File: config.mk
export PLATFORM = sky130hd
export DESIGN_NAME = ctrl_seq
export DESIGN_NICKNAME = d
export VERILOG_FILES = /design/src/rtl/ctrl_seq_pkg.sv /design/src/rtl/ctrl_seq_decode.sv /design/src/rtl/ctrl_seq.sv
export SDC_FILE = /design/constraint.sdc
export NUM_CORES = 1
export LEC_CHECK = 0
export ABC_CLOCK_PERIOD_IN_PS = 3980
export CORE_AREA = 2 2 59 61
export CTS_CLUSTER_SIZE = 25
export DETAILED_ROUTE_END_ITERATION = 8
export DIE_AREA = 0 0 61 63
export GPL_TIMING_DRIVEN = 1
export PLACE_DENSITY_LB_ADDON = 0.08
export SLEW_MARGIN = 15
export SYNTH_ARGS = -nofsm -noshare
export SYNTH_HDL_FRONTEND = slang
export SYNTH_SLANG_ARGS = --single-unit
File: constraint.sdc
create_clock -name clk -period 3.98 [get_ports clk]
set_input_delay 0.597 -clock clk [delete_from_list [all_inputs] [get_ports clk]]
set_output_delay 0.597 -clock clk [all_outputs]
set_load 0.02 [all_outputs]
File: src/rtl/ctrl_seq_pkg.sv
`default_nettype none
// ============================================================================
// Module   : ctrl_seq_pkg
// Purpose  : Shared definitions for the ctrl_seq instruction sequencer:
//            ALU operation codes, the phase enum, opcode field constants,
//            the control-strobe bundle and the instruction classifier.
// Ports    : none (package)
// Revision : 1.0 - initial release
// ============================================================================
package ctrl_seq_pkg;

  // ALU operation codes driven on alu_sel
  localparam logic [5:0] ALU_A    = 6'd0;  // pass operand A
  localparam logic [5:0] ALU_B    = 6'd1;  // pass operand B (immediate / stack)
  localparam logic [5:0] ALU_ADD  = 6'd2;  // A + B
  localparam logic [5:0] ALU_ADDZ = 6'd3;  // A + B when top of stack is zero
  localparam logic [5:0] ALU_INC2 = 6'd4;  // A + 2 (instruction pointer step)
  localparam logic [5:0] ALU_NOT  = 6'd5;  // bitwise invert of A

  // Sequencer phases (binary encoded state register)
  typedef enum logic [1:0] {
    PH_FETCH  = 2'd0,
    PH_DECODE = 2'd1,
    PH_EXEC   = 2'd2,
    PH_RDMEM  = 2'd3
  } phase_e;

  // Bit positions inside the one-hot phase output {fetch, rdmem, exec, decode}
  localparam int PHB_DECODE = 0;
  localparam int PHB_EXEC   = 1;
  localparam int PHB_RDMEM  = 2;
  localparam int PHB_FETCH  = 3;

  // Opcode field constants
  localparam logic [3:0]  OP_JMP    = 4'h0;      // insn[15:12], bit0 set = CALL
  localparam logic [3:0]  OP_JZ     = 4'h1;      // insn[15:12]
  localparam logic [7:0]  OP_ST_FP  = 8'h34;     // insn[15:8], store at FP+offset
  localparam logic [15:0] OP_POP    = 16'h704F;
  localparam logic [15:0] OP_NOT    = 16'h7004;
  localparam logic [14:0] OP_LDD    = 15'h3C04;  // insn[15:1]: 0x7808/0x7809, bit0 = byte

  // Immediate masks before zero-extension to DATA_W
  localparam logic [11:0] MASK_JMP  = 12'hFFE;
  localparam logic [11:0] MASK_ST   = 12'h3FE;

  // Instruction classes recognised by the sequencer
  typedef enum logic [3:0] {
    IC_UNDEF = 4'd0,
    IC_PUSH  = 4'd1,
    IC_JMP   = 4'd2,
    IC_CALL  = 4'd3,
    IC_JZ    = 4'd4,
    IC_ST    = 4'd5,
    IC_POP   = 4'd6,
    IC_NOT   = 4'd7,
    IC_LDD   = 4'd8
  } iclass_e;

  // Single-bit datapath controls, packed in output-port order
  typedef struct packed {
    logic imm;
    logic src_a_stk0;
    logic src_a_fp;
    logic src_a_ip;
    logic src_a_cstk;
    logic wr_stk1;
    logic pop;
    logic push;
    logic load_stk;
    logic load_fp;
    logic load_ip;
    logic cpop;
    logic cpush;
    logic byt;
    logic rd_mem;
    logic wr_mem;
  } ctrl_t;

  // Map a latched instruction word onto its class. PUSH owns the whole
  // upper half of the opcode space, so bit15 is tested first.
  function automatic iclass_e classify(input logic [15:0] i);
    iclass_e c;
    c = IC_UNDEF;
    if (i[15]) begin
      c = IC_PUSH;
    end else if (i[15:12] == OP_JMP) begin
      c = i[0] ? IC_CALL : IC_JMP;
    end else if (i[15:12] == OP_JZ) begin
      c = IC_JZ;
    end else if (i[15:8] == OP_ST_FP) begin
      c = IC_ST;
    end else if (i == OP_POP) begin
      c = IC_POP;
    end else if (i == OP_NOT) begin
      c = IC_NOT;
    end else if (i[15:1] == OP_LDD) begin
      c = IC_LDD;
    end
    return c;
  endfunction

endpackage
`default_nettype wire

File: src/rtl/ctrl_seq_decode.sv
`default_nettype none
// ============================================================================
// Module   : ctrl_seq_decode
// Purpose  : Purely combinational control decoder. Turns the current phase,
//            the latched instruction and the memory handshake into the
//            datapath control bundle, ALU select and immediate mask.
// Ports    : state        - current sequencer phase
//            insn_q       - latched instruction word
//            mem_ready    - effective memory-ready (already forced high when
//                           waits are disabled)
//            decode_first - high in the first cycle of a DECODE phase
//            strobe_en    - low forces every strobe off (reset)
//            ctl          - control bundle
//            alu_sel      - ALU operation code
//            imm_mask     - immediate field mask, DATA_W wide
// Revision : 1.0 - initial release
// ============================================================================
module ctrl_seq_decode
  import ctrl_seq_pkg::*;
#(
  parameter int DATA_W = 16
) (
  input  phase_e              state,
  input  logic [15:0]         insn_q,
  input  logic                mem_ready,
  input  logic                decode_first,
  input  logic                strobe_en,
  output ctrl_t               ctl,
  output logic [5:0]          alu_sel,
  output logic [DATA_W-1:0]   imm_mask
);

  localparam logic [DATA_W-1:0] PUSH_MASK = {1'b0, {(DATA_W-1){1'b1}}};
  localparam logic [DATA_W-1:0] JMP_MASK  = {{(DATA_W-12){1'b0}}, MASK_JMP};
  localparam logic [DATA_W-1:0] ST_MASK   = {{(DATA_W-12){1'b0}}, MASK_ST};

  iclass_e cls;

  assign cls = classify(insn_q);

  always_comb begin
    ctl      = '0;
    alu_sel  = ALU_A;
    imm_mask = '0;

    unique case (state)
      PH_FETCH: begin
        ctl.src_a_ip = 1'b1;
        alu_sel      = ALU_INC2;
        ctl.load_ip  = mem_ready;
      end

      PH_DECODE: begin
        // CALL saves the return address early; a stall must not push twice.
        if (cls == IC_CALL) begin
          ctl.src_a_ip = 1'b1;
          ctl.cpush    = decode_first;
        end
      end

      PH_EXEC: begin
        case (cls)
          IC_PUSH: begin
            ctl.imm      = 1'b1;
            imm_mask     = PUSH_MASK;
            alu_sel      = ALU_B;
            ctl.push     = 1'b1;
            ctl.load_stk = 1'b1;
          end
          IC_JMP, IC_CALL: begin
            ctl.imm      = 1'b1;
            imm_mask     = JMP_MASK;
            ctl.src_a_ip = 1'b1;
            alu_sel      = ALU_ADD;
            ctl.load_ip  = 1'b1;
          end
          IC_JZ: begin
            ctl.imm      = 1'b1;
            imm_mask     = JMP_MASK;
            ctl.src_a_ip = 1'b1;
            alu_sel      = ALU_ADDZ;
            ctl.load_ip  = 1'b1;
            ctl.pop      = 1'b1;
          end
          IC_ST: begin
            // Write request is held for the whole wait; the stack only
            // pops once the memory accepts the data.
            ctl.imm      = 1'b1;
            imm_mask     = ST_MASK;
            ctl.src_a_fp = 1'b1;
            alu_sel      = ALU_ADD;
            ctl.wr_mem   = 1'b1;
            ctl.pop      = mem_ready;
          end
          IC_POP: begin
            alu_sel      = ALU_B;
            ctl.pop      = 1'b1;
            ctl.load_stk = 1'b1;
          end
          IC_NOT: begin
            ctl.src_a_stk0 = 1'b1;
            alu_sel        = ALU_NOT;
            ctl.load_stk   = 1'b1;
          end
          IC_LDD: begin
            // Address goes out from top of stack; the load happens in RDMEM.
            ctl.src_a_stk0 = 1'b1;
            alu_sel        = ALU_A;
          end
          default: begin
          end
        endcase
      end

      PH_RDMEM: begin
        ctl.src_a_ip = 1'b1;
        alu_sel      = ALU_A;
        if (cls == IC_LDD) begin
          ctl.rd_mem   = 1'b1;
          ctl.byt      = insn_q[0];
          ctl.load_stk = mem_ready;
        end
      end
    endcase

    if (!strobe_en) begin
      ctl.load_stk = 1'b0;
      ctl.load_fp  = 1'b0;
      ctl.load_ip  = 1'b0;
      ctl.push     = 1'b0;
      ctl.pop      = 1'b0;
      ctl.cpush    = 1'b0;
      ctl.cpop     = 1'b0;
      ctl.rd_mem   = 1'b0;
      ctl.wr_mem   = 1'b0;
    end
  end

endmodule
`default_nettype wire

File: src/rtl/ctrl_seq.sv
`default_nettype none
// ============================================================================
// Module   : ctrl_seq
// Purpose  : Four-phase instruction sequencer (FETCH, DECODE, EXEC, RDMEM).
//            Holds the phase FSM and the latched instruction; the control
//            outputs are decoded combinationally from those and mem_ready.
// Ports    : clk, rst         - clock, asynchronous active-high reset
//            insn             - instruction word, sampled in FETCH on mem_ready
//            mem_ready        - memory access complete this cycle
//            stall            - hold DECODE while high
//            phase            - one-hot {fetch, rdmem, exec, decode}
//            imm .. wr_mem    - single-bit datapath controls
//            imm_mask         - immediate field mask (DATA_W bits)
//            alu_sel          - ALU operation code
// Revision : 1.0 - initial release
// ============================================================================
module ctrl_seq
  import ctrl_seq_pkg::*;
#(
  parameter int DATA_W     = 16,
  parameter int WAIT_EN    = 1,
  parameter int SKIP_RDMEM = 1
) (
  input  logic              clk,
  input  logic              rst,
  input  logic [15:0]       insn,
  input  logic              mem_ready,
  input  logic              stall,
  output logic [3:0]        phase,
  output logic              imm,
  output logic              src_a_stk0,
  output logic              src_a_fp,
  output logic              src_a_ip,
  output logic              src_a_cstk,
  output logic              wr_stk1,
  output logic              pop,
  output logic              push,
  output logic              load_stk,
  output logic              load_fp,
  output logic              load_ip,
  output logic              cpop,
  output logic              cpush,
  output logic              byt,
  output logic              rd_mem,
  output logic              wr_mem,
  output logic [DATA_W-1:0] imm_mask,
  output logic [5:0]        alu_sel
);

  phase_e      state;
  phase_e      state_nxt;
  logic [15:0] insn_q;
  logic        decode_seen;   // previous cycle was DECODE
  logic        rdy;
  iclass_e     cls;
  ctrl_t       ctl;

  // With waits disabled every access completes in the cycle it starts.
  assign rdy = (WAIT_EN != 0) ? mem_ready : 1'b1;
  assign cls = classify(insn_q);

  // --------------------------------------------------------------------------
  // State register and instruction latch
  // --------------------------------------------------------------------------
  always_ff @(posedge clk or posedge rst) begin
    if (rst) begin
      state       <= PH_FETCH;
      insn_q      <= '0;
      decode_seen <= 1'b0;
    end else begin
      state       <= state_nxt;
      decode_seen <= (state == PH_DECODE);
      if (state == PH_FETCH && rdy) begin
        insn_q <= insn;
      end
    end
  end

  // --------------------------------------------------------------------------
  // Next-state logic
  // --------------------------------------------------------------------------
  always_comb begin
    state_nxt = state;
    unique case (state)
      PH_FETCH: begin
        if (rdy) state_nxt = PH_DECODE;
      end
      PH_DECODE: begin
        if (!stall) state_nxt = PH_EXEC;
      end
      PH_EXEC: begin
        // Only the store touches memory in EXEC and therefore waits here.
        if (cls == IC_ST && !rdy) begin
          state_nxt = PH_EXEC;
        end else if (cls == IC_LDD || SKIP_RDMEM == 0) begin
          state_nxt = PH_RDMEM;
        end else begin
          state_nxt = PH_FETCH;
        end
      end
      PH_RDMEM: begin
        if (cls != IC_LDD || rdy) state_nxt = PH_FETCH;
      end
    endcase
  end

  // --------------------------------------------------------------------------
  // Output logic
  // --------------------------------------------------------------------------
  always_comb begin
    phase = '0;
    unique case (state)
      PH_FETCH:  phase[PHB_FETCH]  = 1'b1;
      PH_DECODE: phase[PHB_DECODE] = 1'b1;
      PH_EXEC:   phase[PHB_EXEC]   = 1'b1;
      PH_RDMEM:  phase[PHB_RDMEM]  = 1'b1;
    endcase
  end

  // DECODE is only entered from FETCH, so decode_seen is low exactly in the
  // first DECODE cycle of each instruction. Reset gates the strobes
  // combinationally so nothing fires while rst is high.
  ctrl_seq_decode #(
    .DATA_W (DATA_W)
  ) u_decode (
    .state        (state),
    .insn_q       (insn_q),
    .mem_ready    (rdy),
    .decode_first (!decode_seen),
    .strobe_en    (!rst),
    .ctl          (ctl),
    .alu_sel      (alu_sel),
    .imm_mask     (imm_mask)
  );

  assign imm        = ctl.imm;
  assign src_a_stk0 = ctl.src_a_stk0;
  assign src_a_fp   = ctl.src_a_fp;
  assign src_a_ip   = ctl.src_a_ip;
  assign src_a_cstk = ctl.src_a_cstk;
  assign wr_stk1    = ctl.wr_stk1;
  assign pop        = ctl.pop;
  assign push       = ctl.push;
  assign load_stk   = ctl.load_stk;
  assign load_fp    = ctl.load_fp;
  assign load_ip    = ctl.load_ip;
  assign cpop       = ctl.cpop;
  assign cpush      = ctl.cpush;
  assign byt        = ctl.byt;
  assign rd_mem     = ctl.rd_mem;
  assign wr_mem     = ctl.wr_mem;

endmodule
`default_nettype wire
==> metrics.yaml, run 1 <==
sta:
  fin_crit_ps: 3280
  slew_viol_final: 0
  finalHoldViolations: 0
  postLayoutSetupSlackWorst_ps: 698
  rsz0062_at_grt: "no"
  tightest_slew_ps: 557
  setup_violations: 0
  maxSlewHeadroom_pct: 62.6
  fin_skew_ps: 3.16
  max_freq_mhz: 305
  holdWs_ps: 516
  period_share_pct: 82.5
  tns_ps: 0
worst_setup_path:
  cp-endpoint: "imm_mask[5]"
  end_kind: "output pin"
  crit_path_max_incr_delay_ps: 630
  crit_path_cell_trace: "inv_1 -> ha_1 -> o41a_1 -> nand4b_1 -> inv_2 -> or2_2 -> clkdlybuf4s50_1"
  crit_path_start: "state[0]"
  crit_type: "flip-flop to output pin"
  crit_cells: 7
  timing.rr.end: "state[1]"
  worst-path-buf-inv: 3
  reg2regPathDepth: 7
  r2r_start: "state[0]"
  required_ps: 3380
  crit_arrival_ps: 2690
  path_delay_family: "buffers and inverters"
  cp_slowest_cell: "clkdlybuf4s50_1"
  startpoint_type: "flip-flop"
  worstPathMaxFanout: 13
  rrSetupSlack_ps: 2090
floorplan:
  die_x_um: 61
  die_y_um: 63
  dieArea_um2: 3840
  core_area_um2: 3230
  fp-row-count: 21
  start_util_pct: 42.2
  ios: 62
cts:
  cts_tree: "built"
  root_buffer: "clkbuf_4"
  ctsResizeCount: 0
  post_cts_buffers: 0
  cts_buffer_depth: 2
  cts-htree-levels: 1
  cts_hold_buf: 0
  clk-insertion-delay-late_ps: 300
  clk_pin_slew_ps: 100
  cts_sinks: 19
  cts_made_buffers: 3
synthesis:
  synth_area_leaders: "dfrtp_1 (35%), mux2_2 (13%), buf_4 (12%)"
  synthArstFlopShare_pct: 100
  yosys_register_bits: 19
  yosys.cell_count.top_type: "buf_4"
  yosys.area.top_type_share_pct: 34.9
  synth_edf_count: 0
  yosysUniqueCellTypes: 46
  synth_common_cells: "buf_4 (21), dfrtp_1 (19), mux2_2 (16)"
  synthesis.area_um2: 1360
  yosysWarnings: 0
  seq_area_frac_synth_pct: 34.9
  synth-main-ff-cell: "dfrtp_1"
  yosysTopAreaCell: "dfrtp_1"
  syn_inst: 135
  syn_area_per_cell_um2: 10.1
global_route:
  grt_start_max_net_pins: 17
  grt_pass1_vias: 1060
  grt_busiest_layer: "met2"
  met3_usage_pct: 2.69
  antenna_found_initial: 0
  grt_usage_pct: 16.4
  grt_overflow_total: 0
  met1_usage_pct: 20.4
  grt_use_met2_pct: 28.4
  grt_pass1_wl_mm: 4.80
drt:
  via_per_inst: 5.01
  drt_iter0_drc: 53
  avgRoutedWirePerCell_um: 13.0
  drcViolationCount: 0
  num_vias: 1118
  drtPass1Iterations: 4
  drt_wl_total_mm: 2.91
  ant_nets: 0
final_layout:
  area_delta_synth_final_pct: 34.5
  drive_gt1_share_pct: 16.9
  instances_no_fill: 223
  num-fill-cells: 300
  diodes: 0
  final_nets: 202
place:
  place_ws_ps: 939
  gp_congestion: 0.840
  io_buffers: 53
  dp_hpwl_mm: 2.39
  place_inst: 219
status:
  status: "finished, final reports clean"
hold_path:
  hp-start: "insn_q[8]"
  hp-class: "flip-flop to flip-flop"
power:
  power_density_nw_per_um2: 676
  power.leakage_nw: 0.767
  ir_worst_vdd_mv: 0.331
flow_run:
  cap_violations: 0
[report_power, final]
| group | internal [mW] | switching, mW |
|---|---|---|
| registers | 0.292 | 0.119 |
| logic | 0.374 | 0.359 |
| clock network | 0.0391 | 0.0577 |
| total | 0.705 | 0.536 |
[sequential cells by signal (all words and copies together), names as in the netlist]
signal	count
decode_seen	1
state	2
insn_q	16
[layer usage]
layer  vias up  share of wire [%]
met4         0                1.2
met5         -                  0
li1        539                  -
met3         2                6.8
met2        48                 49
met1       529                 43
[cell families (layout without fill, tap and decap cells)]
family / count (synthesis) / after routing / share of synthesized area, %
mux: 16 / 16 / 13.2
fa+ha+maj: 4 / 4 / 3.67
simple gates: 45 / 45 / 21.9
buf+inv: 30 / 65 / 15.2
compound gates: 20 / 20 / 10.8
other cells: 1 / 8 / 0.275
flops: 19 / 19 / 34.9
[cell usage in the layout (no fill, tap or decap), types with 2 or more instances in the layout]
cell type | synthesis | layout
nor4_1 | 2 | 2
nor3b_1 | 2 | 2
and2_1 | 4 | 4
clkdlybuf4s50_1 | 0 | 53
nand4_1 | 3 | 3
dfrtp_1 | 19 | 19
o21a_1 | 2 | 2
conb_1 | 1 | 8
ha_1 | 4 | 4
mux2_2 | 16 | 16
or2_2 | 2 | 2
and3_1 | 3 | 3
clkbuf_4 | 0 | 3
nand3_1 | 2 | 2
nand2_1 | 9 | 9
a21oi_1 | 4 | 4
nor2_1 | 5 | 5
o21ai_0 | 2 | 2
inv_1 | 5 | 5
buf_4 | 21 | 2
[layout make-up]
type                            count  area (µm²)  area share, %
Timing Repair Buffer               55         546           29.7
Inverter                            6        22.5           1.23
Tap cell                           46        57.6           3.14
Multi-Input combinational cell     93         707           38.5
Clock buffer                        4        26.3           1.43
Sequential cell                    19         475           25.9
[worst min-delay path by stage]
stage / to / slack [ps] / cells after the start
after global routing: insn_q[8] / 550 / 1
after CTS: insn_q[8] / 520 / 1
final: insn_q[8] / 520 / 1
after global placement: insn_q[8] / 480 / 1
after detailed placement: insn_q[8] / 490 / 1
after floorplan: insn_q[8] / 470 / 1
[per-stage QoR]
stage | instance area (µm²) | util (%) | power [mW]
6_report | 1830 | 56.8 | 1.24
5_1_grt | 1830 | 56.8 | 1.34
4_1_cts | 1830 | 56.8 | 1.25
3_5_place_dp | 1810 | 55.9 | 1.16
3_3_place_gp | 1810 | 55.9 | 1.14
2_1_floorplan | 1390 | - | 0.937
(Power assumes the default switching activity.)
==> inputs of run 2 (changes only) <==
--- a/config.mk
+++ b/config.mk
@@ -5,11 +5,11 @@
 export SDC_FILE = /design/constraint.sdc
 export NUM_CORES = 1
 export LEC_CHECK = 0
-export ABC_CLOCK_PERIOD_IN_PS = 3980
-export CORE_AREA = 2 2 59 61
+export ABC_CLOCK_PERIOD_IN_PS = 2900
+export CORE_AREA = 2 2 64 66
 export CTS_CLUSTER_SIZE = 25
 export DETAILED_ROUTE_END_ITERATION = 8
-export DIE_AREA = 0 0 61 63
+export DIE_AREA = 0 0 66 68
 export GPL_TIMING_DRIVEN = 1
 export PLACE_DENSITY_LB_ADDON = 0.08
 export SLEW_MARGIN = 15
==> constraint.sdc (replaced) <==
create_clock -name clk -period 2.9 [get_ports clk]
set_input_delay 0.435 -clock clk [delete_from_list [all_inputs] [get_ports clk]]
set_output_delay 0.435 -clock clk [all_outputs]
set_load 0.02 [all_outputs]
==> metrics.yaml, run 2 (synthesized netlist as in run 1, its figures left out) <==
cts:
  clk-insertion-delay-late_ps: 250  # -50 ps
  cts_tree: "built"
  cts-htree-levels: 1  # unchanged
  root_buffer: "clkbuf_8"
  cts_made_buffers: 3  # unchanged
  post_cts_buffers: 0  # unchanged
  cts_sinks: 19  # unchanged
  clk_pin_slew_ps: 70  # -30 ps
  cts_buffer_depth: 2  # unchanged
global_route:
  grt_use_met2_pct: 26.9  # -1.5 points
  grt_overflow_total: 0  # unchanged
  grt_usage_pct: 14.6  # -1.8 points
  met1_usage_pct: 17.8  # -2.7 points
  met3_usage_pct: 2.47  # -0.22 points
  grt_busiest_layer: "met2"
  grt_start_max_net_pins: 17  # unchanged
  antenna_found_initial: 0  # unchanged
  grt_pass1_vias: 1064  # +0.38%
  grt_pass1_wl_mm: 4.99  # +3.9%
worst_setup_path:
  crit_type: "flip-flop to output pin"
  timing.rr.end: "state[1]"
  r2r_start: "insn_q[15]"
  worst-path-buf-inv: 1  # -2
  reg2regPathDepth: 5  # -2
  startpoint_type: "flip-flop"
  cp-endpoint: "pop"
  crit_path_start: "insn_q[15]"
  end_kind: "output pin"
  cp_slowest_cell: "clkdlybuf4s50_1"
  crit_cells: 6  # -1
  crit_path_cell_trace: "nor4b_4 -> and3_1 -> and3_4 -> o311ai_1 -> nor2_1 -> clkdlybuf4s50_1"
  rrSetupSlack_ps: 1240  # -850 ps
  worstPathMaxFanout: 11  # -2
  required_ps: 2470  # -910 ps
  path_delay_family: "simple AND/OR/NAND/NOR gates"
  crit_arrival_ps: 2350  # -340 ps
  crit_path_max_incr_delay_ps: 610  # -20 ps
final_layout:
  largest_registers: "insn_q x16, state x2, decode_seen x1"
  area_delta_synth_final_pct: 37.6
  diodes: 0  # unchanged
  largest_register_ffs: 16  # unchanged
  largest-register: "insn_q"
  final_nets: 204  # +0.99%
  instances_no_fill: 229  # +2.7%
  drive_gt1_share_pct: 18.4  # +1.5 points
  final_common_cell: "clkdlybuf4s50_1"
  layout_common_cells: "clkdlybuf4s50_1 (52), dfrtp_1 (18), mux2_2 (16), nand2_1 (9), conb_1 (8)"
sta:
  holdWs_ps: 503  # -13.0 ps
  maxSlewHeadroom_pct: 65.1  # +2.5 points
  slew_viol_final: 0  # unchanged
  fin_crit_ps: 2790
  rsz0062_at_grt: "no"
  max_freq_mhz: 359
  setup_violations: 0  # unchanged
  postLayoutSetupSlackWorst_ps: 114  # -583 ps
  fin_skew_ps: 2.60  # -0.561 ps
  period_share_pct: 96.1
  finalHoldViolations: 0  # unchanged
  tns_ps: 0  # unchanged
  tightest_slew_ps: 520  # -36.9 ps
floorplan:
  fp-row-count: 23  # +9.5%
  die_x_um: 66  # +8.2%
  dieArea_um2: 4490  # +17%
  ios: 62  # unchanged
  die_y_um: 68  # +7.9%
  start_util_pct: 35.4  # -6.8 points
  core_area_um2: 3860  # +19%
place:
  place_inst: 225  # +2.7%
  gp_congestion: 0.874  # +4.1%
  place_ws_ps: 253  # -686 ps
  dp_hpwl_mm: 2.56  # +7.1%
  io_buffers: 53  # unchanged
drt:
  drtPass1Iterations: 4  # unchanged
  drt_wl_total_mm: 3.18  # +9.4%
  drcViolationCount: 0  # unchanged
  ant_nets: 0  # unchanged
  num_vias: 1154  # +3.2%
  drt_iter0_drc: 43  # -19%
  via_per_inst: 5.04  # +0.52%
  avgRoutedWirePerCell_um: 13.9  # +6.6%
hold_path:
  hp-class: "input pin to async pin"
power:
  power.leakage_nw: 0.802  # +4.5%
  ir_worst_vdd_mv: 0.362  # +9.2%
  power_density_nw_per_um2: 945  # +40%
status:
  status: "finished, final reports clean"
flow_run:
  cap_violations: 0  # unchanged
==> run 2: worst min-delay path by stage <==
stage | from | end | cells after the start
2_1_floorplan | rst | decode_seen | 1
3_3_place_gp | insn_q[8] | insn_q[8] | 1
3_5_place_dp | insn_q[8] | insn_q[8] | 1
4_1_cts | rst | decode_seen | 2
5_1_grt | rst | decode_seen | 2
6_report | rst | decode_seen | 2
==> run 2: metal layers <==
layer / routed length, µm / up-vias
met4: 29 / 0
met1: 1310 / 553
li1: - / 544
met3: 174 / 5
met5: 0 / -
met2: 1670 / 52
==> run 2: metrics by stage <==
step,cell area [µm²],power (mW),utilization [%]
global route,1880,1.91,48.7
detailed placement,1830,1.60,47.4
global placement,1830,1.58,47.4
CTS,1870,1.79,48.6
finish,1880,1.77,48.7
floorplan,1390,1.29,-
==> run 2: final cells by class <==
type	instances	area, µm²
clock buffer	4	45.0
fill	358	1980
inverter	6	22.5
multi-input combinational	93	707
sequential	19	477
tap	50	62.6
timing repair buffer	57	563
==> run 2: timing repair <==
item	CTS	global route
cloned	0	0
pin swaps	0	1
gates resized for setup	1	1
setup endpoints to repair	1	3
hold buffers	0	0
hold endpoints to repair	0	0
==> run 2: power breakdown <==
group	total, mW	switching [mW]	internal, mW
clock network	0.185	0.0869	0.0976
logic	1.01	0.494	0.520
registers	0.576	0.174	0.403
total	1.77	0.754	1.02
==> inputs of run 3 (changes only) <==
--- a/config.mk
+++ b/config.mk
@@ -6,10 +6,11 @@
 export NUM_CORES = 1
 export LEC_CHECK = 0
 export ABC_CLOCK_PERIOD_IN_PS = 2900
-export CORE_AREA = 2 2 64 66
+export CORE_AREA = 2 2 53 55
 export CTS_CLUSTER_SIZE = 25
 export DETAILED_ROUTE_END_ITERATION = 8
-export DIE_AREA = 0 0 66 68
+export DIE_AREA = 0 0 55 57
+export DONT_BUFFER_PORTS = 1
 export GPL_TIMING_DRIVEN = 1
 export PLACE_DENSITY_LB_ADDON = 0.08
 export SLEW_MARGIN = 15
==> metrics.yaml, run 3 (synthesized netlist as in run 1, its figures left out) <==
floorplan:
  start_util_pct: 52.2  # +17 points
  die_x_um: 55  # -17%
  ios: 62  # unchanged
  die_y_um: 57  # -16%
  dieArea_um2: 3140  # -30%
  core_area_um2: 2620  # -32%
  fp-row-count: 19  # -17%
worst_setup_path:
  required_ps: 2470  # about the same
  crit_path_cell_trace: "nor4b_4 -> nand2_1 -> nor3_4 -> nand3_1 -> a21oi_1"
  end_kind: "output pin"
  startpoint_type: "flip-flop"
  path_delay_family: "simple AND/OR/NAND/NOR gates"
  worstPathMaxFanout: 11  # unchanged
  crit_type: "flip-flop to output pin"
  cp_slowest_cell: "dfrtp_1"
  crit_path_max_incr_delay_ps: 520  # -90 ps
  worst-path-buf-inv: 0  # -1
  crit_arrival_ps: 2140  # -210 ps
place:
  gp_congestion: 0.857  # -1.9%
  io_buffers: 0  # -100%
  dp_hpwl_mm: 2.17  # -15%
  dpl-instance-area_um2: 1310  # -28%
cts:
  cts-htree-levels: 1  # unchanged
  ctsResizeCount: 0  # -1
  clk_pin_slew_ps: 110  # +40 ps
  post_cts_buffers: 0  # unchanged
  cts_buffer_depth: 2  # unchanged
  cts_tree: "built"
  root_buffer: "clkbuf_4"
  cts_sinks: 19  # unchanged
  cts_made_buffers: 3  # unchanged
  clk-insertion-delay-late_ps: 290  # +40 ps
final_layout:
  largest_register_ffs: 16  # unchanged
  largest-register: "insn_q"
  layout_common_cells: "dfrtp_1 (19), mux2_2 (16), nand2_1 (9), conb_1 (8), buf_4 (6)"
  area_delta_synth_final_pct: -1.38
  final_common_cell: "dfrtp_1"
  diodes: 0  # unchanged
  final_util_pct: 51.4  # +2.8 points
  largest_registers: "insn_q x16, state x2, decode_seen x1"
  drive_gt1_share_pct: 26.9  # +8.5 points
  num-fill-cells: 268  # -25%
  final_nets: 155  # -24%
  fin_area_um2: 1350  # -28%
sta:
  finalHoldViolations: 0  # unchanged
  fin_crit_ps: 2570  # -212 ps
  tns_ps: 0  # unchanged
  slew_viol_final: 0  # unchanged
  setup_violations: 0  # unchanged
  tightest_slew_ps: 512  # -8.00 ps
  rsz0062_at_grt: "no"
  fin_skew_ps: 3.04  # +0.440 ps
  max_freq_mhz: 389  # +8.2%
  maxSlewHeadroom_pct: 65.7  # +0.64 points
  period_share_pct: 88.7  # -7.3 points
status:
  status: "finished, final reports clean"
global_route:
  grt_start_max_net_pins: 17  # unchanged
  antenna_found_initial: 0  # unchanged
  grt_pass1_vias: 938  # -12%
  grt_usage_pct: 19.2  # +4.6 points
  grt_pass1_wl_mm: 4.39  # -12%
  grt_overflow_total: 0  # unchanged
power:
  power_density_nw_per_um2: 1100  # +16%
  ir_worst_vdd_mv: 0.819  # +130%
  power_mw: 1.47  # -17%
  power.leakage_nw: 0.607  # -24%
hold_path:
  hp-class: "input pin to flip-flop"
flow_run:
  cap_violations: 0  # unchanged
drt:
  ant_nets: 0  # unchanged
  avgRoutedWirePerCell_um: 16.7  # +20%
  drt_iter0_drc: 28  # -35%
  via_per_inst: 5.73  # +14%
  drtPass1Iterations: 4  # unchanged
  num_vias: 922  # -20%
  drcViolationCount: 0  # unchanged
  drt_wl_total_mm: 2.69  # -15%
==> run 3: changes by cell type in the layout (fill, tap and decap cells not counted), sizes merged <==
cell,delta
buf,+3
clkdlybuf4s50,-52
dlygate4sd3,+1
dlymetal6s2s,-1
==> run 3: repair_timing <==
item,CTS,global route
hold buffers,1,0
hold endpoints to repair,8,0
endpoints found under the setup margin,0,0
==> run 3: area by class of cell <==
type	count	area (µm²)	area share [%]
Multi-Input combinational cell	93	707	52.6
Timing Repair Buffer	8	75.1	5.58
Clock buffer	4	26.3	1.95
Sequential cell	19	475	35.3
Inverter	6	22.5	1.67
Tap cell	31	38.8	2.88
==> run 3: worst paths after layout <==
path | depth (start not counted) | end | slack (ps) | startpoint
worst max-delay path | 5 | load_stk | 330 | insn_q[15]
worst min-delay path | 1 | insn_q[11] | 280 | insn[11]
worst max register to register | 7 | state[1] | 1160 | state[0]
worst min register to register | 1 | insn_q[9] | 510 | insn_q[9]
max in group asynchronous | 3 | insn_q[1] | 1840 | rst
min in group asynchronous | 2 | insn_q[15] | 560 | rst
==> run 3: through the flow <==
stage               hold WS, ps  std cells  worst slack [ps]
CTS                         271        161               301
global placement            318        156               674
global route                254        161               116
floorplan                   405        142               752
finish                      280        161               326
detailed placement          326        156               664
==> run 3: where the power goes <==
| group | internal [mW] | switching, mW | total (mW) |
|---|---|---|---|
| logic | 0.311 | 0.457 | 0.768 |
| registers | 0.400 | 0.173 | 0.573 |
| clock network | 0.0535 | 0.0799 | 0.133 |
| total | 0.765 | 0.710 | 1.47 |
==> run 3: metal layers <==
metal	track usage, %	part of all wire [%]
met1	26.7	42
met2	28.7	50
met3	6.02	7.5
met4	5.57	0.93
met5	0	0
